**config.mk**
```make
export PLATFORM = sky130hd
export DESIGN_NAME = step_move_planner
export DESIGN_NICKNAME = d
export VERILOG_FILES = /design/src/rtl/step_pkg.sv /design/src/rtl/step_rate_timer.sv /design/src/rtl/step_move_planner.sv
export SDC_FILE = /design/constraint.sdc
export NUM_CORES = 1
export LEC_CHECK = 0
export ABC_AREA = 0
export CAP_MARGIN = 5
export CELL_PAD_IN_SITES_DETAIL_PLACEMENT = 0
export CELL_PAD_IN_SITES_GLOBAL_PLACEMENT = 1
export CORE_MARGIN = 2
export CORE_UTILIZATION = 45
export DETAILED_ROUTE_END_ITERATION = 16
export PLACE_DENSITY = 0.81
export SLEW_MARGIN = 25
export SYNTH_ARGS = -nofsm -noshare
export SYNTH_HDL_FRONTEND = slang
export SYNTH_SLANG_ARGS = --single-unit
```
**constraint.sdc**
```tcl
create_clock -name clk -period 6.72 [get_ports clk]
set_clock_uncertainty 0.2 [all_clocks]
set_input_delay 0.672 -clock clk [delete_from_list [all_inputs] [get_ports clk]]
set_output_delay 0.672 -clock clk [all_outputs]
set_load 0.005 [all_outputs]
```
**src/rtl/step_pkg.sv**
```systemverilog
// Shared types and constants for the step move planner and its rate timer.
package step_pkg;

    typedef enum logic [2:0] {
        ST_IDLE,
        ST_ACCEL,
        ST_CRUISE,
        ST_DECEL,
        ST_DONE
    } state_t;

    localparam logic [1:0] DIR_FWD = 2'b00;
    localparam logic [1:0] DIR_REV = 2'b01;

    localparam int DEF_START_PERIOD = 400000;
    localparam int DEF_MIN_PERIOD   = 100000;
    localparam int DEF_RAMP_DEC     = 2000;

endpackage

```
**src/rtl/step_rate_timer.sv**
```systemverilog
// Loadable down-counter; expire is high for the cycle the enabled count sits at zero.
module step_rate_timer #(
    parameter int W = 24
) (
    input  logic         clk,
    input  logic         rst,
    input  logic         load,
    input  logic [W-1:0] load_val,
    input  logic         en,
    output logic         expire
);

    logic [W-1:0] count_q, count_d;

    always_comb begin
        count_d = count_q;
        if (load) begin
            count_d = load_val;
        end else if (en) begin
            count_d = count_q - W'(1);
        end
    end

    assign expire = en && (count_q == '0);

    // rst is active-low
    always_ff @(posedge clk or negedge rst) begin
        if (!rst) begin
            count_q <= '0;
        end else begin
            count_q <= count_d;
        end
    end

endmodule

```
**src/rtl/step_move_planner.sv**
```systemverilog
// Turns one (steps, direction) move command into a trapezoidal-rate stream of
// step strobes, tracking absolute position and reporting completion or abort.
module step_move_planner
    import step_pkg::*;
#(
    parameter int CNT_W        = 16,
    parameter int PER_W        = 24,
    parameter int START_PERIOD = DEF_START_PERIOD,
    parameter int MIN_PERIOD   = DEF_MIN_PERIOD,
    parameter int RAMP_DEC     = DEF_RAMP_DEC,
    parameter int POS_W        = 32
) (
    input  logic                    clk,
    input  logic                    rst,
    input  logic                    cmd_valid,
    output logic                    cmd_ready,
    input  logic [CNT_W-1:0]        cmd_steps,
    input  logic                    cmd_dir,
    input  logic                    abort,
    output logic                    step_tick,
    output logic [1:0]              dir_out,
    output logic                    motor_en,
    output logic                    busy,
    output logic                    done,
    output logic                    aborted,
    output logic [CNT_W-1:0]        steps_remaining,
    output logic signed [POS_W-1:0] position
);

    localparam logic [PER_W-1:0] START_P = PER_W'(START_PERIOD);
    localparam logic [PER_W-1:0] MIN_P   = PER_W'(MIN_PERIOD);
    localparam logic [PER_W:0]   START_X = (PER_W+1)'(START_PERIOD);
    localparam logic [PER_W:0]   MIN_X   = (PER_W+1)'(MIN_PERIOD);
    localparam logic [PER_W:0]   RAMP_X  = (PER_W+1)'(RAMP_DEC);

    state_t                  state_q, state_d;
    logic [CNT_W-1:0]        remaining_q, remaining_d;
    logic [CNT_W-1:0]        accel_q, accel_d;
    logic [PER_W-1:0]        period_q, period_d;
    logic [1:0]              dir_q, dir_d;
    logic signed [POS_W-1:0] pos_q, pos_d;
    logic                    aborted_q, aborted_d;

    logic                    moving;
    logic                    tick;
    logic                    timer_load;
    logic [PER_W-1:0]        timer_val;
    logic [CNT_W-1:0]        r_dec;
    logic [CNT_W-1:0]        accel_inc;

    // Period arithmetic is done one bit wider so it saturates instead of wrapping.
    function automatic logic [PER_W-1:0] slower(input logic [PER_W-1:0] p);
        logic [PER_W:0] s;
        s = {1'b0, p} + RAMP_X;
        return (s >= START_X) ? START_P : s[PER_W-1:0];
    endfunction

    function automatic logic [PER_W-1:0] faster(input logic [PER_W-1:0] p);
        return ({1'b0, p} >= (MIN_X + RAMP_X)) ? (p - RAMP_X[PER_W-1:0]) : MIN_P;
    endfunction

    assign moving = (state_q == ST_ACCEL) || (state_q == ST_CRUISE) || (state_q == ST_DECEL);

    step_rate_timer #(
        .W (PER_W)
    ) u_timer (
        .clk      (clk),
        .rst      (rst),
        .load     (timer_load),
        .load_val (timer_val),
        .en       (moving),
        .expire   (tick)
    );

    always_comb begin
        state_d     = state_q;
        remaining_d = remaining_q;
        accel_d     = accel_q;
        period_d    = period_q;
        dir_d       = dir_q;
        pos_d       = pos_q;
        aborted_d   = aborted_q;
        timer_load  = 1'b0;
        timer_val   = period_q - PER_W'(1);
        r_dec       = remaining_q - CNT_W'(1);
        accel_inc   = (accel_q == '1) ? accel_q : accel_q + CNT_W'(1);

        case (state_q)
            ST_IDLE: begin
                if (cmd_valid) begin
                    remaining_d = cmd_steps;
                    dir_d       = cmd_dir ? DIR_REV : DIR_FWD;
                    aborted_d   = 1'b0;
                    if (cmd_steps == '0) begin
                        state_d = ST_DONE;
                    end else begin
                        state_d    = ST_ACCEL;
                        period_d   = START_P;
                        accel_d    = '0;
                        timer_load = 1'b1;
                        timer_val  = START_P - PER_W'(1);
                    end
                end
            end
            ST_ACCEL, ST_CRUISE, ST_DECEL: begin
                if (tick) begin
                    remaining_d = r_dec;
                    pos_d       = (dir_q == DIR_REV) ? pos_q - POS_W'(1) : pos_q + POS_W'(1);
                    if (r_dec == '0) begin
                        state_d   = ST_DONE;
                        aborted_d = 1'b0;
                    end else begin
                        case (state_q)
                            ST_ACCEL: begin
                                accel_d = accel_inc;
                                if (r_dec <= accel_inc) begin
                                    state_d = ST_DECEL;
                                end else begin
                                    period_d = faster(period_q);
                                    if (period_d == MIN_P) begin
                                        state_d = ST_CRUISE;
                                    end
                                end
                            end
                            ST_CRUISE: begin
                                if (r_dec <= accel_q) begin
                                    state_d  = ST_DECEL;
                                    period_d = slower(period_q);
                                end
                            end
                            default: begin
                                period_d = slower(period_q);
                            end
                        endcase
                        timer_load = 1'b1;
                        timer_val  = period_d - PER_W'(1);
                    end
                end
                // A tick coinciding with abort has already been accounted above.
                if (abort) begin
                    state_d   = ST_DONE;
                    aborted_d = 1'b1;
                end
            end
            ST_DONE: begin
                state_d = ST_IDLE;
            end
            default: begin
                state_d = ST_IDLE;
            end
        endcase
    end

    always_ff @(posedge clk or negedge rst) begin
        if (!rst) begin
            state_q     <= ST_IDLE;
            remaining_q <= '0;
            accel_q     <= '0;
            period_q    <= START_P;
            dir_q       <= DIR_FWD;
            pos_q       <= '0;
            aborted_q   <= 1'b0;
        end else begin
            state_q     <= state_d;
            remaining_q <= remaining_d;
            accel_q     <= accel_d;
            period_q    <= period_d;
            dir_q       <= dir_d;
            pos_q       <= pos_d;
            aborted_q   <= aborted_d;
        end
    end

    assign cmd_ready       = (state_q == ST_IDLE);
    assign busy            = moving;
    assign motor_en        = moving;
    assign step_tick       = tick;
    assign done            = (state_q == ST_DONE);
    assign aborted         = (state_q == ST_DONE) && aborted_q;
    assign dir_out         = dir_q;
    assign steps_remaining = remaining_q;
    assign position        = pos_q;

endmodule

```
==> results.md <==
Outcome:
- The flow ran to the end, and the final reports show no timing, DRC or antenna violations.

Clock tree:
- CTS saw 117 sinks.
- The level count of the clock H-tree is 4.
- The longest clock path from root to sink contains 2 buffers.
- The cell at the root of the clock tree is sky130_fd_sc_hd__clkbuf_16.
- The later-pin clock latency in the skew report is 420 ps.
- The clock transition at the registers of the reported paths is 60 ps.
- The count of hold-fix buffers inserted at cts is 0.
- TritonCTS built the clock tree.
- Buffers inserted during clock tree synthesis total 17.

Placed design:
- The instance area at placement is 0.0112 mm^2.
- In this run the tool buffered the top-level ports with 75 buffer cells.
- The estimated wirelength of the detail-placed design is 22400 um.
- The number of placed cells counting well taps is 1611.
- At the end of routability-driven placement, the weighted congestion stood at 0.951.

Synth:
- The net count after synthesis is 1390.
- In this run, distinct cell masters in the synthesized netlist total 84.
- The post-synth design cell area is 0.0102 mm^2.
- The top cell type by total area after synthesis is sky130_fd_sc_hd__dfrtp_1.
- After synthesis, the largest area contributor takes up 27.2% of total cell area.
- sky130_fd_sc_hd__nand2_1 is the most common cell in the netlist.
- Counting flops and latches in the post-synthesis netlist gives 117.
- A synthesized cell averages 7.87 um^2.
- By area the synthesized netlist is led by sky130_fd_sc_hd__dfrtp_1 (27%), sky130_fd_sc_hd__ha_1 (8.4%), sky130_fd_sc_hd__nand2_1 (5.6%).
- In this run, synthesis inferred 0 flip-flops with an integrated enable.
- Counting instances in the post-synthesis netlist gives the leading cell types as sky130_fd_sc_hd__nand2_1 (153), sky130_fd_sc_hd__dfrtp_1 (111), sky130_fd_sc_hd__nor2_1 (108), sky130_fd_sc_hd__o21ai_0 (101), sky130_fd_sc_hd__a21oi_1 (90).
- The most used flip-flop cell after synthesis is sky130_fd_sc_hd__dfrtp_1.
- The fraction of synthesis flops using an asynchronous set or reset pin is 100%.
- Counting every instance in the synthesized netlist gives 1299.
- Summing the sequential cell areas from Yosys gives 28.7% of the chip area.
- During synthesis, Yosys emitted a total of 0 warnings.

STA:
- The number of pins with negative max-slew slack in the final report is 0.
- The clock period minus final worst setup slack is 6270 ps.
- At the pin with the least slew margin, the transition time is 927 ps.
- The worst pin sits at a relative slew slack of 36.6%.
- The maximum clock frequency is 0.160 GHz.
- The final-report hold violation count came to 0.
- Setup repair after global routing left no endpoint under its margin.
- The final hold slack is 82.5 ps.
- The final setup violation count is 0.
- The share of the clock period used by the worst path is 93.3%.
- The post-route setup TNS is 0 ps.

Die:
- The die area is 0.0239 mm^2.
- The effective utilization at floorplan is 45.4%.
- The placeable core region is 0.0225 mm^2.
- In this run the core area contains 55 standard-cell rows.
- The total I/O pin count is 77.
- The height of the chip is 155 um.
- The die boundary width is 155 um.

Critical path:
- The slowest stage of the critical path belongs to the cell sky130_fd_sc_hd__or4_1.
- The worst setup path is launched from a register.
- In this run the worst path has a maximum fanout of 9.
- The path type of the worst setup path is reg -> reg.
- The most prevalent standard cell on the critical path is sky130_fd_sc_hd__ha_1.
- The count of cell instances traversed by the critical path is 22.
- The length in cells of the worst reg-to-reg path is 22.
- The largest incremental delay on the critical path is 570 ps.
- At the worst endpoint, the required time is 6790 ps.
- Traced cell by cell, the critical path runs through inv_1 > ha_1 > nand2_1 > or3_1 > or2_2 > or4_1 > xnor2_2 > ha_1 > nand3_1 > or4_1 > a21oi_2 > or3_1 > o221a_2 > o311ai_2 > nand2_1 > ha_1 > a21boi_1 > o21a_1 > nand4_1 > nor4_1 > xor2_1 > a22oi_1.
- Data on the critical path arrives at its endpoint at 6340 ps.
- Broken down by cell family, the worst path's largest delay share belongs to simple AND/OR/NAND/NOR gates.
- STA classifies the critical path endpoint as a register.
- Counting both buffers and inverters, the worst setup path holds a total of 1.

Pwr:
- In this run the static leakage power is 4.75 nW.
- For this design the ratio of total power to cell area is 343 mW/mm^2.
- The worst IR drop on VDD is 198 uV.

GRT:
- The global routing usage summed across all routing layers is 25.8%.
- The overall overflow remaining after global route is 0.
- The first global-routing pass estimated 49900 um of wire.
- The number of global-route vias before repair is 9453.
- The initial antenna violation count is 0.
- Entering global routing, the biggest net connects 71 pins.

Drt:
- The wire length per cell after detailed routing is 18.6 um.
- The residual antenna-violating net count after detailed routing is 0.
- The iteration-0 DRC count of the detailed router is 813.
- The routed layout has 9922 vias.
- The via density per instance is 6.04.
- Summed over all layers, the routed wires come to 30600 um.
- Before antenna repair, the detailed router went through 5 iterations.
- For this run, design rule violations remaining after detail routing come to 0.

Finish:
- The finished layout holds 1643 standard cells, fillers aside.
- The layout overhead on the synthesized area is 15.7%.
- For this run, the post-layout net count is 1437.
- After filler insertion, the fill cell instance count of the layout stands at 2152.
- The final instance area is 0.0118 mm^2.
- The number of antenna diodes is 0.
- Cells with a size suffix above 1 make up 7.29% of the layout.

Job:
- The count of max-cap constraint violations is 0.

Hold path:
- The worst min-delay path category is in -> async.
## layout make-up
type	instances	area, um^2	area share (%)
inverter	43	161	1.36
clock buffer	25	495	4.19
tap	285	357	3.01
timing repair buffer	94	895	7.56
clock inverter	6	55.1	0.465
sequential	117	2940	24.8
multi-input combinational	1073	6930	58.6
## logic make-up after synthesis
logic type / after synthesis / share of synthesized area (%)
and+or+nand+nor: 515 / 25.1
AOI/OAI and AO/OA: 373 / 23.5
DFF: 117 / 28.7
buffers and inverters: 109 / 4.12
xor gates and xnor gates: 103 / 8.82
adders and majority gates: 70 / 8.64
muxes: 11 / 1.11
other: 1 / 0.0367
## cells in the final DEF (no fill, tap or decap), types with 19 or more instances in the layout
master	count
sky130_fd_sc_hd__nand2_1	153
sky130_fd_sc_hd__dfrtp_1	111
sky130_fd_sc_hd__nor2_1	108
sky130_fd_sc_hd__o21ai_0	100
sky130_fd_sc_hd__a21oi_1	89
sky130_fd_sc_hd__clkdlybuf4s50_1	74
sky130_fd_sc_hd__ha_1	69
sky130_fd_sc_hd__xnor2_1	61
sky130_fd_sc_hd__nand3_1	48
sky130_fd_sc_hd__inv_1	41
sky130_fd_sc_hd__xor2_1	41
sky130_fd_sc_hd__nor3_1	38
sky130_fd_sc_hd__nor4_1	32
sky130_fd_sc_hd__nand4_1	22
sky130_fd_sc_hd__a21o_1	19
sky130_fd_sc_hd__buf_4	19
## final timing paths
kind	start	endpoint	slack [ps]
max	steps_remaining[1]	u_timer.count_q[18]	450
min	rst	position[10]	80
max reg2reg	steps_remaining[1]	u_timer.count_q[18]	450
min reg2reg	aborted_q	aborted_q	300
max in group asynchronous	rst	steps_remaining[0]	5090
min in group clk	aborted_q	aborted_q	300
## registers in the layout (all words and copies together) (netlist names)
name	count
steps_remaining	16
dir_out	1
position	32
accel_q	16
period_q	24
state_q	3
aborted_q	1
u_timer.count_q	24
## through the flow
| step | utilization (%) | setup slack (ps) | total power [mW] |
|---|---|---|---|
| floorplan | - | 750 | 2.46 |
| global placement | 49.9 | 492 | 3.12 |
| detailed placement | 49.9 | 363 | 3.14 |
| CTS | 52.3 | 264 | 4.03 |
| global route | 52.6 | 62.6 | 4.37 |
| finish | 52.6 | 450 | 4.06 |
## per-layer routing
metal	share of wire, %	GRT usage (%)
met3	5.5	4.12
met2	46	41.0
met4	1.5	7.41
met5	0	0
met1	47	36.4
## power breakdown
part / internal, mW / switching [mW] / leakage, nW
combinational: 0.888 / 1.35 / 2.96
sequential: 0.797 / 0.158 / 1.51
clock: 0.542 / 0.326 / 0.277
total: 2.23 / 1.83 / 4.75
## timing repair
action,CTS,global route
resized for setup,0,9
setup endpoints to repair,0,8
endpoints found under the hold margin,0,0
buffers inserted,0,1
Note: power is estimated with default switching activity, not from simulation.
